### src/rtl/game_pkg.sv
// Shared types and constants for the BCD game timer.
package game_pkg;

    typedef enum logic [1:0] {
        ST_IDLE  = 2'd0,
        ST_RUN   = 2'd1,
        ST_PAUSE = 2'd2,
        ST_DONE  = 2'd3
    } state_t;

    typedef enum logic {
        MODE_UP   = 1'b0,
        MODE_DOWN = 1'b1
    } mode_t;

    localparam logic [3:0] BCD_MAX = 4'd9;

endpackage

### src/rtl/bcd_digit.sv
// One BCD digit of the ripple counter: next value with carry/borrow out,
// plus the clamped form of the preset nibble.
module bcd_digit
    import game_pkg::*;
(
    input  logic       enable,
    input  mode_t      dir,
    input  logic       carry_in,
    input  logic [3:0] cur,
    input  logic [3:0] load_raw,
    output logic [3:0] next,
    output logic       carry_out,
    output logic [3:0] load_value
);

    // Step the digit when enabled and the lower digit carries/borrows into it.
    always_comb begin
        next      = cur;
        carry_out = 1'b0;
        if (enable && carry_in) begin
            if (dir == MODE_UP) begin
                if (cur >= BCD_MAX) begin
                    next      = '0;
                    carry_out = 1'b1;
                end else begin
                    next = cur + 4'd1;
                end
            end else begin
                if (cur == '0) begin
                    next      = BCD_MAX;
                    carry_out = 1'b1;
                end else begin
                    next = cur - 4'd1;
                end
            end
        end
    end

    // Non-decimal preset nibbles are clamped to 9.
    always_comb begin
        load_value = (load_raw > BCD_MAX) ? BCD_MAX : load_raw;
    end

endmodule

### src/rtl/game_timer_bcd.sv
// N-digit BCD game clock: count-up / count-down with pause, preset load,
// per-tick strobe and sticky expiry/saturation flags.
module game_timer_bcd
    import game_pkg::*;
#(
    parameter int unsigned CLK_HZ  = 50000000,
    parameter int unsigned TICK_HZ = 1,
    parameter int unsigned DIGITS  = 2
) (
    input  logic                  i_Clk,
    input  logic                  i_Rst,
    input  logic                  i_fRun,
    input  logic                  i_fClear,
    input  logic                  i_fLoad,
    input  logic                  i_Mode,
    input  logic [4*DIGITS-1:0]   i_LoadBCD,
    output logic [4*DIGITS-1:0]   o_BCD,
    output logic                  o_fTick,
    output logic                  o_fExpired,
    output logic                  o_fSaturated
);

    localparam int unsigned DIV = CLK_HZ / TICK_HZ;
    localparam int unsigned PW  = (DIV > 1) ? $clog2(DIV) : 1;
    localparam logic [PW-1:0] PS_TERM = PW'(DIV - 1);

    state_t              state;
    mode_t               mode;
    mode_t               run_mode;
    logic [PW-1:0]       prescale;
    logic [4*DIGITS-1:0] count_next;
    logic [4*DIGITS-1:0] load_value;
    logic [DIGITS:0]     carry;
    logic                cur_zero;
    logic                cur_nines;
    logic                next_zero;
    logic                next_nines;
    logic                start_blocked;
    logic                advance;

    assign carry[0] = 1'b1;

    for (genvar k = 0; k < DIGITS; k++) begin : g_digit
        bcd_digit u_digit (
            .enable     (advance),
            .dir        (run_mode),
            .carry_in   (carry[k]),
            .cur        (o_BCD[4*k +: 4]),
            .load_raw   (i_LoadBCD[4*k +: 4]),
            .next       (count_next[4*k +: 4]),
            .carry_out  (carry[k+1]),
            .load_value (load_value[4*k +: 4])
        );
    end

    // Leaving IDLE uses the mode being latched on that edge; the prescaler
    // advances on every edge that runs, including the IDLE/PAUSE exit edge.
    always_comb begin
        run_mode      = (state == ST_IDLE) ? mode_t'(i_Mode) : mode;
        cur_zero      = (o_BCD == '0);
        cur_nines     = (o_BCD == {DIGITS{BCD_MAX}});
        next_zero     = (count_next == '0);
        next_nines    = (count_next == {DIGITS{BCD_MAX}});
        start_blocked = (run_mode == MODE_DOWN && cur_zero) ||
                        (run_mode == MODE_UP && cur_nines);
        advance       = i_fRun && ((state == ST_IDLE && !start_blocked) ||
                                   state == ST_RUN || state == ST_PAUSE);
    end

    // Control FSM, prescaler, count register and flags.
    always_ff @(posedge i_Clk) begin
        if (!i_Rst) begin
            state        <= ST_IDLE;
            mode         <= MODE_UP;
            prescale     <= '0;
            o_BCD        <= '0;
            o_fTick      <= 1'b0;
            o_fExpired   <= 1'b0;
            o_fSaturated <= 1'b0;
        end else begin
            o_fTick <= 1'b0;
            if (i_fClear) begin
                state        <= ST_IDLE;
                prescale     <= '0;
                o_BCD        <= '0;
                o_fExpired   <= 1'b0;
                o_fSaturated <= 1'b0;
            end else if (i_fLoad) begin
                state        <= ST_IDLE;
                prescale     <= '0;
                o_BCD        <= load_value;
                o_fExpired   <= 1'b0;
                o_fSaturated <= 1'b0;
            end else begin
                case (state)
                    ST_IDLE: begin
                        if (i_fRun) begin
                            mode <= run_mode;
                            if (start_blocked) begin
                                state <= ST_DONE;
                                if (run_mode == MODE_DOWN) o_fExpired   <= 1'b1;
                                else                       o_fSaturated <= 1'b1;
                            end else begin
                                state <= ST_RUN;
                            end
                        end
                    end
                    ST_RUN:   if (!i_fRun) state <= ST_PAUSE;
                    ST_PAUSE: if (i_fRun)  state <= ST_RUN;
                    default:  ;
                endcase

                // A boundary hit on a tick edge overrides the RUN transition above.
                if (advance) begin
                    if (prescale == PS_TERM) begin
                        prescale <= '0;
                        o_BCD    <= count_next;
                        o_fTick  <= 1'b1;
                        if (run_mode == MODE_UP && next_nines) begin
                            o_fSaturated <= 1'b1;
                            state        <= ST_DONE;
                        end else if (run_mode == MODE_DOWN && next_zero) begin
                            o_fExpired <= 1'b1;
                            state      <= ST_DONE;
                        end
                    end else begin
                        prescale <= prescale + 1'b1;
                    end
                end
            end
        end
    end

endmodule

### config.mk
export PLATFORM = sky130hd
export DESIGN_NAME = game_timer_bcd
export DESIGN_NICKNAME = d
export VERILOG_FILES = /design/src/rtl/game_pkg.sv /design/src/rtl/bcd_digit.sv /design/src/rtl/game_timer_bcd.sv
export SDC_FILE = /design/constraint.sdc
export NUM_CORES = 1
export LEC_CHECK = 0
export CAP_MARGIN = 40
export CORE_MARGIN = 3
export CORE_UTILIZATION = 41
export CTS_CLUSTER_DIAMETER = 120
export DETAILED_ROUTE_END_ITERATION = 10
export GPL_ROUTABILITY_DRIVEN = 0
export PLACE_DENSITY = 0.66
export SYNTH_ARGS = -nofsm -noshare
export SYNTH_HDL_FRONTEND = slang
export SYNTH_SLANG_ARGS = --single-unit
### constraint.sdc
create_clock -name i_Clk -period 3.03 [get_ports i_Clk]
set_input_delay 0.606 -clock i_Clk [delete_from_list [all_inputs] [get_ports i_Clk]]
set_output_delay 0.606 -clock i_Clk [all_outputs]
set_load 0.005 [all_outputs]
==> results.md <==
- Status: completed
- Peak VDD IR: 0.2474 mV
- Cells after Synth: 314
- Relative slew slack: 66.41%
- GR Overflow Total: 0
- Pins Over Slew Limit: 0
- 1st-iter DRT viols: 98
- Count of cell types in the netlist: 59
- Max_cap viols: 0
- Place WS: -0.1063 ns
- CTS max path bufs: 2
- Final period util: 93.97%
- Die W: 84.63 µm
- Commonest cells after routing, fill and taps aside: 53 x nor2_1, 38 x dfxtp_1, 32 x buf_4, 25 x nand2_1, 24 x clkdlybuf4s50_1
- RSZ-0062 raised after global routing: false
- Startpoint Class: input pin
- First-pass DRT Iterations: 5
- Post-CTS Hold Fix Bufs: 0
- Layout cells sized above 1: 17.53%
- Slew @ Worst Pin: 0.4996 ns
- Yosys top cell area share: 31.59%
- Avg WL per Cell: 14.42 µm
- # rows: 28
- Worst Skew: 0.008484 ns
- F_max: 351.2 MHz
- Die Span Y: 84.63 µm
- FF+latch count, synth: 40
- Post-route ant nets: 0
- WP data required: 3.28 ns
- Worst setup path class: input pin to register
- # IOs: 25
- Post-CTS Setup Bufs: 0
- Hold WC Path Type: register to register
- Die area: 7162 µm²
- Register area share after synthesis: 31.59%
- Total wire length: 6346 µm
- Vias/cell: 5.495
- Setup ws final: 0.1826 ns
- Nets: 385
- Leak Pwr: 1.138 nW
- Fin cells: 440
- Vias in the first global route: 2299
- Vias after detailed routing: 2418
- R2R setup slack: 0.26 ns
- Synth Area per Inst: 8.073 µm²
- Syn nets: 335
- Core area: 5956 µm²
- Largest net degree at the start of global routing: 25
- Commonest non-fill, non-tap cell in the layout: nor2_1
- All-Layer GR Usage: 18.88%
- Setup TNS Final: 0 ns
- Top FF cell, synth: dfxtp_1
- Ys async rst share: 0%
- Antenna violations before repair: 0
- Final hold vios: 0
- CTS buffer count: 5
- Root buffer cell: clkbuf_8
- Clk slew on worst S/H paths: 0.09 ns
- Layout filler cell count: 576
- Post-cts gate resize count: 0
- Hold_ws: 0.4864 ns
- Post-synth EDFFs: 0
- Synth warn: 0
- DPL Wire Length: 4695 µm
- CTS H-tree lvls: 2
- Syn Std Cell Area: 2535 µm²
- Crit. End Element: register
- Synth top area cells: dfxtp_1 32%, nor2_1 7.8%, xor2_1 5.5%, nand2_1 3.7%, ha_1 3.5%
- Area grow syn2layout: 25.17%
- Number of port buffers: 24
- Drc violations: 0
- Num Clock Sinks: 40
- Arrival time at the worst endpoint: 3.09 ns
- Util after Layout: 53.28%
- Cell taking the most area after synthesis: dfxtp_1
- Setup violations, final: 0
- First-pass GRT wire length: 11100 µm
- Initial Utilization: 42.56%
- Critical-path maximum fanout: 4
- P per Cell Area: 376.9 nW/µm²
- Placed Cells: 432
- Worst skew pair latency: 0.31 ns
- CTS tree: done
- Inserted Diodes: 0
- Final min period: 2.847 ns
critical path, cell delays in order:
cell and delay (ns):
clkdlybuf4s50_1 0.49, or3b_4 0.41, a21oi_4 0.19, a31oi_2 0.08, a311oi_2 0.29, o22ai_1 0.14
or4_1 0.58, a21o_1 0.20, a21oi_2 0.12
cells by family after synthesis:
| family | synth area share (%) |
|---|---|
| compound gates | 18.26 |
| xor+xnor | 8.638 |
| fa+ha+maj | 3.455 |
| buf+inv | 4.096 |
| flops | 31.59 |
| mux | 4.097 |
| simple gates | 29.86 |
routing by layer:
layer,global-route usage [%],routed length (µm),vias to the layer above
met3,3.729,274,9
met4,5.755,96,0
met2,28.11,2693,58
met5,0,0,-
li1,-,-,1222
met1,27.46,3281,1129
cell usage after synthesis (all sizes together), types with 5 or more instances:
library cell,number
a21oi,9
a311oi,5
and3,6
buf,8
clkbuf,6
dfxtp,40
ha,7
inv,8
mux2i,7
nand2,27
nand2b,5
nand3,10
nand4,8
nor2,53
nor3,9
o21ai,18
o31ai,6
xnor2,9
xor2,16
state kept, by name (all words and copies together) (netlist names):
register	count
prescale	26
o_BCD	8
state	2
mode	1
o_fExpired	1
o_fSaturated	1
o_fTick	1
power breakdown:
part | switching, mW | leakage [nW] | internal (mW)
Sequential | 0.00844 | 0.324 | 0.531
Clock | 0.215 | 0.0548 | 0.248
Combinational | 0.0953 | 0.759 | 0.0982
Total | 0.319 | 1.14 | 0.877
path summary, 6_finish.rpt:
| kind | from | end | cells past startpoint |
|---|---|---|---|
| max reg2reg | o_BCD[1]$_SDFFE_PP0P_ | state[1]$_SDFF_PP0_ | 11 |
| max | i_Mode | state[1]$_SDFF_PP0_ | 9 |
| min reg2reg | prescale[1]$_SDFFE_PP0N_ | prescale[1]$_SDFFE_PP0N_ | 2 |
| min | prescale[1]$_SDFFE_PP0N_ | prescale[1]$_SDFFE_PP0N_ | 2 |
metrics by stage:
stage	cell area (µm²)	total power, mW
2_1_floorplan	2535	0.6529
3_3_place_gp	3055	0.7411
3_5_place_dp	3055	0.7412
4_1_cts	3171	1.206
5_1_grt	3173	1.240
6_report	3173	1.196
layout make-up:
type                            count  area [µm²]  area share [%]
Sequential cell                    40       803.3           25.32
Timing Repair Buffer               57       500.5           15.77
Clock inverter                      3       46.29           1.459
Inverter                            8       30.03          0.9464
Clock buffer                        5       68.82           2.169
Multi-Input combinational cell    252        1630           51.38
Tap cell                           75       93.84           2.957
No activity file was read; power rests on OpenSTA's default activity.
